<file path="src/rtl/rom_loader.sv">
// rom_loader: receives framed bytes from the serial receiver and programs the
// instruction ROM through write port 2, starting at word address 0.
// Frame: MAGIC, LEN lo, LEN hi, 4*LEN data bytes (LSB first per word), CSUM.
// It checks the length against the ROM depth, checks the XOR checksum and
// aborts the frame on an inter-byte timeout.
//
// state | meaning
// ------+-------------------------------------------------------------
// IDLE  | hunting for MAGIC; every other byte is accepted and dropped
// LEN0  | waiting for the low length byte
// LEN1  | waiting for the high length byte; range check
// DATA  | assembling words, writing the ROM, accumulating the XOR
// CSUM  | waiting for the checksum byte; pulses done or error
module rom_loader #(
  parameter int unsigned ADDR_WIDTH = 10,
  parameter logic [7:0]  MAGIC      = 8'hA5,
  parameter int unsigned TIMEOUT    = 1_000_000
) (
  input  logic                  clk,
  input  logic                  rst_n,
  input  logic [7:0]            rx_data,
  input  logic                  rx_valid,
  output logic                  rx_ready,
  output logic                  wr_en2,
  output logic [ADDR_WIDTH-1:0] addr2,
  output logic [31:0]           wr_data2,
  output logic [3:0]            wr_strobe2,
  output logic                  busy,
  output logic                  done,
  output logic                  error,
  output logic [1:0]            err_code
);

  localparam int unsigned DEPTH    = 2 ** ADDR_WIDTH;
  localparam int unsigned TW       = (TIMEOUT > 1) ? $clog2(TIMEOUT) : 1;
  localparam logic [TW-1:0] TMR_LOAD = TW'(TIMEOUT - 1);

  localparam logic [1:0] ERR_CSUM    = 2'd1;
  localparam logic [1:0] ERR_LEN     = 2'd2;
  localparam logic [1:0] ERR_TIMEOUT = 2'd3;

  typedef enum logic [2:0] {
    IDLE = 3'd0,
    LEN0 = 3'd1,
    LEN1 = 3'd2,
    DATA = 3'd3,
    CSUM = 3'd4
  } state_t;

  state_t                state_q, state_d;
  logic [15:0]           len_q, len_d;
  logic [ADDR_WIDTH:0]   widx_q, widx_d;
  logic [1:0]            bcnt_q, bcnt_d;
  logic [23:0]           wbuf_q, wbuf_d;
  logic [7:0]            csum_q, csum_d;
  logic [TW-1:0]         tmr_q, tmr_d;
  logic                  wr_en_q, wr_en_d;
  logic [ADDR_WIDTH-1:0] addr_q, addr_d;
  logic [31:0]           data_q, data_d;
  logic [3:0]            strobe_q, strobe_d;
  logic                  busy_q, busy_d;
  logic                  done_q, done_d;
  logic                  error_q, error_d;
  logic [1:0]            code_q, code_d;

  logic                  accept;
  logic                  timeout;
  logic [15:0]           len_new;
  logic [ADDR_WIDTH:0]   widx_inc;

  // The write path never stalls, so the loader is always ready out of reset.
  assign rx_ready = rst_n;
  assign accept   = rx_valid & rx_ready;

  // Next-state, datapath and registered-output computation.
  always_comb begin
    state_d  = state_q;
    len_d    = len_q;
    widx_d   = widx_q;
    bcnt_d   = bcnt_q;
    wbuf_d   = wbuf_q;
    csum_d   = csum_q;
    tmr_d    = tmr_q;
    wr_en_d  = 1'b0;
    addr_d   = addr_q;
    data_d   = data_q;
    strobe_d = 4'h0;
    done_d   = 1'b0;
    error_d  = 1'b0;
    code_d   = code_q;
    timeout  = 1'b0;
    len_new  = {rx_data, len_q[7:0]};
    widx_inc = widx_q + 1'b1;

    // Inter-byte timer: down-counter reloaded by every accepted byte; an
    // accepted byte in the terminal cycle wins over the timeout.
    if (state_q != IDLE) begin
      if (accept) begin
        tmr_d = TMR_LOAD;
      end else if (tmr_q == '0) begin
        timeout = 1'b1;
      end else begin
        tmr_d = tmr_q - 1'b1;
      end
    end

    case (state_q)
      IDLE: begin
        if (accept && (rx_data == MAGIC)) begin
          state_d = LEN0;
          widx_d  = '0;
          bcnt_d  = '0;
          csum_d  = '0;
          tmr_d   = TMR_LOAD;
        end
      end
      LEN0: begin
        if (accept) begin
          len_d[7:0] = rx_data;
          state_d    = LEN1;
        end
      end
      LEN1: begin
        if (accept) begin
          len_d[15:8] = rx_data;
          if (32'(len_new) > DEPTH) begin
            error_d = 1'b1;
            code_d  = ERR_LEN;
            state_d = IDLE;
          end else if (len_new == 16'd0) begin
            state_d = CSUM;
          end else begin
            state_d = DATA;
          end
        end
      end
      DATA: begin
        if (accept) begin
          csum_d = csum_q ^ rx_data;
          bcnt_d = bcnt_q + 1'b1;
          wbuf_d = {rx_data, wbuf_q[23:8]};
          if (bcnt_q == 2'd3) begin
            wr_en_d  = 1'b1;
            strobe_d = 4'hF;
            addr_d   = widx_q[ADDR_WIDTH-1:0];
            data_d   = {rx_data, wbuf_q};
            widx_d   = widx_inc;
            if (32'(widx_inc) == 32'(len_q)) begin
              state_d = CSUM;
            end
          end
        end
      end
      CSUM: begin
        if (accept) begin
          if (rx_data == csum_q) begin
            done_d = 1'b1;
          end else begin
            error_d = 1'b1;
            code_d  = ERR_CSUM;
          end
          state_d = IDLE;
        end
      end
      default: state_d = IDLE;
    endcase

    if (timeout) begin
      error_d = 1'b1;
      code_d  = ERR_TIMEOUT;
      state_d = IDLE;
    end

    busy_d = (state_d != IDLE);
  end

  // State and output registers with synchronous active-low reset.
  always_ff @(posedge clk) begin
    if (!rst_n) begin
      state_q  <= IDLE;
      len_q    <= '0;
      widx_q   <= '0;
      bcnt_q   <= '0;
      wbuf_q   <= '0;
      csum_q   <= '0;
      tmr_q    <= '0;
      wr_en_q  <= 1'b0;
      addr_q   <= '0;
      data_q   <= '0;
      strobe_q <= '0;
      busy_q   <= 1'b0;
      done_q   <= 1'b0;
      error_q  <= 1'b0;
      code_q   <= '0;
    end else begin
      state_q  <= state_d;
      len_q    <= len_d;
      widx_q   <= widx_d;
      bcnt_q   <= bcnt_d;
      wbuf_q   <= wbuf_d;
      csum_q   <= csum_d;
      tmr_q    <= tmr_d;
      wr_en_q  <= wr_en_d;
      addr_q   <= addr_d;
      data_q   <= data_d;
      strobe_q <= strobe_d;
      busy_q   <= busy_d;
      done_q   <= done_d;
      error_q  <= error_d;
      code_q   <= code_d;
    end
  end

  assign wr_en2     = wr_en_q;
  assign addr2      = addr_q;
  assign wr_data2   = data_q;
  assign wr_strobe2 = strobe_q;
  assign busy       = busy_q;
  assign done       = done_q;
  assign error      = error_q;
  assign err_code   = code_q;

endmodule

</file>
<file path="config.mk">
export PLATFORM = sky130hd
export DESIGN_NAME = rom_loader
export DESIGN_NICKNAME = d
export VERILOG_FILES = /design/src/rtl/rom_loader.sv
export SDC_FILE = /design/constraint.sdc
export NUM_CORES = 1
export LEC_CHECK = 0
export CORE_MARGIN = 2
export CORE_UTILIZATION = 60
export CTS_CLUSTER_SIZE = 8
export DETAILED_ROUTE_END_ITERATION = 10
export GPL_TIMING_DRIVEN = 1
export PLACE_DENSITY = 0.84
export SETUP_SLACK_MARGIN = 0.1
export SYNTH_ARGS = -nofsm -noshare
export SYNTH_HDL_FRONTEND = slang
export SYNTH_SLANG_ARGS = --single-unit
</file>
<file path="constraint.sdc">
create_clock -name clk -period 3 [get_ports clk]
set_input_delay 0.6 -clock clk [delete_from_list [all_inputs] [get_ports clk]]
set_output_delay 0.6 -clock clk [all_outputs]
set_load 0.1 [all_outputs]
</file>
# [Word-level counts from Yosys, hierarchy flattened]
# Cells that the tools add are included.
[word_totals] ff_bits=136 mem_bits_rw=0 elab_cells=98 mem_bits_ro=0 out_inout_bits=53 inputBits=11 memories=0 latch_bits=0
[op_classes] magnitude_cmp=1 div=0 n_mux=44 n_bitwise=2 n_shift=0 n_eq_ne=15 n_reduce_logical=17 multipliers=0 addsub=3
[ops] cell="20-bit two-way mux" n=5
[ops] cell="11-bit two-way mux" n=3
[ops] cell="3-bit two-way mux" n=10
[ops] cell="11-bit case mux with 2 select lines" n=1
[ops] cell="20-bit zero test" n=1
[ops] cell="20-bit by 1-bit subtractor with 20-bit output (second input constant)" n=1
[ops] cell="11-bit by 16-bit equality test with 1-bit output" n=1
[ops] cell="16-bit by 11-bit greater-than comparator with 1-bit output (second input constant)" n=1
[ops] cell="16-bit zero test" n=1
[ops] cell="8-bit two-way mux" n=2
[ops] cell="8-bit case mux with 2 select lines" n=1
[ops] cell="3-bit case mux with 5 select lines" n=1
[ops] cell="2-bit two-way mux" n=7
[ops] cell="3-bit != test (second input constant)" n=4
[ops] cell="3-bit AND reduction" n=4
[ops] cell="11-bit by 1-bit adder with 11-bit output (second input constant)" n=1
[ops] cell="1-bit two-way mux" n=10
[ops] cell="3-bit nonzero test" n=3
[ops] cell="8-bit equality test" n=1
[ops] cell="8-bit equality test (second input constant)" n=1
[ops] cell="2-bit case mux with 2 select lines" n=2
[ops] cell="8-bit XOR" n=1
[ops] cell="3-bit by 2-bit equality test with 1-bit output (second input constant)" n=2
[ops] cell="2-bit != test (second input constant)" n=3
[ops] cell="other kinds (13)" n=15

# [Longest topological paths before layout]
[depth] word_depth=8 mapped_depth=9 ltp_nobuf=7

# [Worst setup path before layout]
# No wires, ideal clock.
[synth_timing] path_kind="input -> register" from="input rx_data[6]" to="register state_q[0]" setup_time_ns=0.058 t_required_ns=2.942 n_path_buf=1 cell_stages=7 setup_slack_ns=0.869 arrival_time_ns=2.073 cell_sequence="clkbuf_1 > or3_1 > nor3_1 > nand2_1 > or3_1 > a31oi_1 > o21a_1"
[synth_between] elab_chain_len=6 elab_cells_between_ends=10 cone_classes="order compare: 1; eq/ne: 1; mux: 6; reduce/logical: 2"
[synth_rtl] element="start: declaration" line_no="21" source="input logic [7:0] rx_data,"
[synth_rtl] element="parallel branches: the longest is 4 deep, another holds 16-bit by 11-bit greater-than comparator with 1-bit output"
[synth_rtl] element="3-bit case mux with 5 select lines (*)" line_no="107" source="case (state_q)"
[synth_rtl] element="3-bit two-way mux (*)" line_no="168" source="if (timeout) begin"
[synth_rtl] element="end signal: assignment" line_no="196" source="state_q <= state_d;"
[synth_rtl] element="end: declaration" line_no="50" source="state_t state_q, state_d;"
# Every way passes the cells marked *.
# A chain may end at the register's enable or synchronous reset.

# [Worst setup path after layout]
[layout_timing] from="register widx_q[1]" to="register state_q[1]"
[layout_between] elab_chain_len=7
[layout_rtl] element="start: declaration" line_no="52" source="logic [ADDR_WIDTH:0] widx_q, widx_d;"
[layout_rtl] element="start signal: assignment" line_no="198" source="widx_q <= widx_d;"
[layout_rtl] element="11-bit by 1-bit adder with 11-bit output" line_no="93" source="widx_inc = widx_q + 1'b1;"
[layout_rtl] element="11-bit by 16-bit equality test with 1-bit output" line_no="148" source="if (32'(widx_inc) == 32'(len_q)) begin"
[layout_rtl] element="3-bit two-way mux" line_no="148"
[layout_rtl] element="3-bit two-way mux" line_no="142" source="if (bcnt_q == 2'd3) begin"
[layout_rtl] element="3-bit two-way mux" line_no="138" source="if (accept) begin"
[layout_rtl] element="3-bit case mux with 5 select lines" line_no="107"
[layout_rtl] element="3-bit two-way mux" line_no="168"
# No other way between the ends.

==> impl_metrics.py <==
metrics = {
    "die": {
        "core_um2": 9328,
        "die_w_um": 102.3,
        "initial_core_util_pct": 62.16,
        "io-pin-count": 64,
        "die_height_um": 102.3,
        "rows": 35,
        "dieArea_um2": 10470,
    },
    "placement": {
        "hpwl_mm": 9.714,
        "placed_area_um2": 6386,
        "portBuffers": 63,
        "place_congestion": 0.8892,
        "place_inst": 898,
        "pre_cts_slack_ns": 0.2735,
    },
    "setup_path": {
        "cpPeakStageDelay_ns": 0.45,
        "crit_path_start_kind": "flip-flop",
        "path_cells": "ha_1, nand3_1, o21ai_0, mux2i_1, nor4_1, o2111ai_1, a22o_1",
        "worstPathMaxFanout": 8,
        "required_ns": 3.41,
        "crit_type": "reg2reg",
        "end_kind": "flip-flop",
        "cpMaxStageDelayCell": "dfxtp_1",
        "worstPathArrival_ns": 2.91,
    },
    "timing": {
        "fin_ws_ns": 0.5022,
        "tightest_slew_ns": 0.6875,
        "finClkSkew_ns": 0.008083,
        "maxSlewViolCount": 0,
        "slew_headroom_pct": 53.68,
        "period_share_pct": 83.26,
        "rsz0062_at_grt": "false",
        "setup_tns_ns": 0,
        "setup_viol": 0,
        "period_needed_ns": 2.498,
        "hold_violations": 0,
        "fmax_mhz": 400.4,
    },
    "cells_and_area": {
        "stdcell_area_um2": 6910,
        "num_antenna_cells": 0,
        "nets": 803,
        "fin_cells": 926,
        "drive_gt1_share_pct": 13.93,
        "syn_to_final_growth_pct": 19.18,
    },
    "global_routing": {
        "grt_use_total_pct": 29.28,
        "use_met1_pct": 36.00,
        "grt_overflow": 0,
        "grt_max_degree": 51,
        "top_usage_layer": "met2",
        "use_met2_pct": 48.43,
        "grt_pass1_wl_mm": 23.99,
        "antenna_found_initial": 0,
        "met3_usage_pct": 7.729,
        "grt_pass1_vias": 5135,
    },
    "detailed_routing": {
        "ant_nets": 0,
        "via_count": 5418,
        "first_pass_iters": 6,
        "first_iter_violations": 362,
        "routedWlPerCell_um": 15.74,
        "drc": 0,
        "routed_wl_mm": 14.58,
        "via_per_inst": 5.851,
    },
    "power_and_ir_drop": {
        "p_leak_nw": 2.574,
        "power_density_nw_per_um2": 540.3,
        "irDropWorstVdd_v": 0.0004341,
        "total_power_mw": 3.734,
    },
    "synthesis": {
        "netlist.area_leader.share_pct": 45.58,
        "synth_cells": 741,
        "yosys_warnings": 0,
        "synth_seq_area_share_pct": 45.58,
        "async_flop_share_pct": 0,
        "synthTopCellsByArea": "dfxtp_1, nand2_1, a21oi_1, o21ai_0, nor2_1",
        "yosys_register_bits": 132,
        "synth-edff-count": 0,
        "synth.most_common_cell": "nand2_1",
        "ys_dominant_reg_cell": "dfxtp_1",
        "synthTopCellsByCount": "nand2_1, dfxtp_1, a21oi_1",
        "syn_nets": 756,
        "synth_top_area_cell": "dfxtp_1",
        "synth_cell_type_count": 56,
        "synth_area_um2": 5798,
        "avgSynthCellArea_um2": 7.825,
    },
    "clocking": {
        "htree_levels": 4,
        "post_cts_resized": 0,
        "cts_tree": "built",
        "hold_buffers": 0,
        "root_buffer": "clkbuf_8",
        "cts.sinks": 132,
        "insertion_delay_ns": 0.53,
        "clk_pin_slew_ns": 0.06,
        "cts_buffer_depth": 2,
        "post_cts_buffers": 0,
        "cts_made_buffers": 17,
    },
    "outcome": {
        "status": "finished, final reports clean",
    },
    "worst_hold_path": {
        "min_path_type": "reg2reg",
    },
    "flow_run": {
        "cap_violations": 0,
    },
}
through the flow:
stage	hold WS (ns)	utilization, %
after floorplan	0.4304	-
after global placement	0.4425	68.46
after detailed placement	0.4468	68.46
after CTS	0.4546	74.08
after global routing	0.4765	74.08
final	0.4530	74.08
sequential cells by signal, summed over array words and instances, names as in the netlist:
register	count
addr2	10
bcnt_q	2
busy	1
csum_q	8
done	1
err_code	2
error	1
len_q	16
state_q	3
tmr_q	20
wbuf_q	24
widx_q	11
wr_data2	32
wr_strobe2	1
report_power, final:
group	switching (mW)	internal, mW
Sequential	0.000563	1.75
Combinational	0.0719	0.0336
Clock	0.697	1.18
Total	0.770	2.96
final cells by class:
| type | instances | area, µm² |
|---|---|---|
| multi-input combinational | 541 | 2869 |
| sequential | 132 | 2643 |
| fill | 702 | 2417 |
| timing repair buffer | 84 | 668.1 |
| clock buffer | 21 | 439.2 |
| tap | 129 | 161.4 |
| clock inverter | 7 | 85.08 |
| inverter | 12 | 45.04 |
layer usage:
| metal | vias up | routed length [µm] |
|---|---|---|
| li1 | 2623 | - |
| met1 | 2564 | 6182 |
| met2 | 199 | 7199 |
| met3 | 32 | 849 |
| met4 | 0 | 347 |
| met5 | - | 0 |
cell usage in the layout, fill, tap and decap left out, types with 14 or more instances in the layout:
cell       count
a21oi_1       76
buf_4         73
clkbuf_16     16
dfxtp_1      132
nand2_1      184
nand3_1       17
nand3b_1      14
nor2_1        41
nor3_1        18
o21ai_0       66
xor2_1        18
worst paths after layout:
check | endpoint | start | depth (start not counted) | slack (ns)
max | state_q[1] | widx_q[1] | 7 | 0.50
min | wr_data2[9] | wr_data2[9] | 2 | 0.45
max reg2reg | state_q[1] | widx_q[1] | 7 | 0.50
min reg2reg | wr_data2[9] | wr_data2[9] | 2 | 0.45
cells by family after synthesis:
| kind of cell | share of synthesized area, % |
|---|---|
| AO/OA/AOI/OAI | 17.31 |
| XOR/XNOR | 4.683 |
| adder cells (fa/ha/maj) | 0.8632 |
| buffers and inverters | 4.985 |
| flip-flops | 45.58 |
| multiplexers | 0.3668 |
| AND/OR/NAND/NOR | 26.22 |
worst max-delay path, delay by kind of cell (launching register included):
family | cells | cell delay [ns]
compound gates | 3 | 0.80
fa+ha+maj | 1 | 0.35
flops | 1 | 0.45
mux | 1 | 0.11
simple gates | 2 | 0.66
Power figures use the tool's default switching activity.
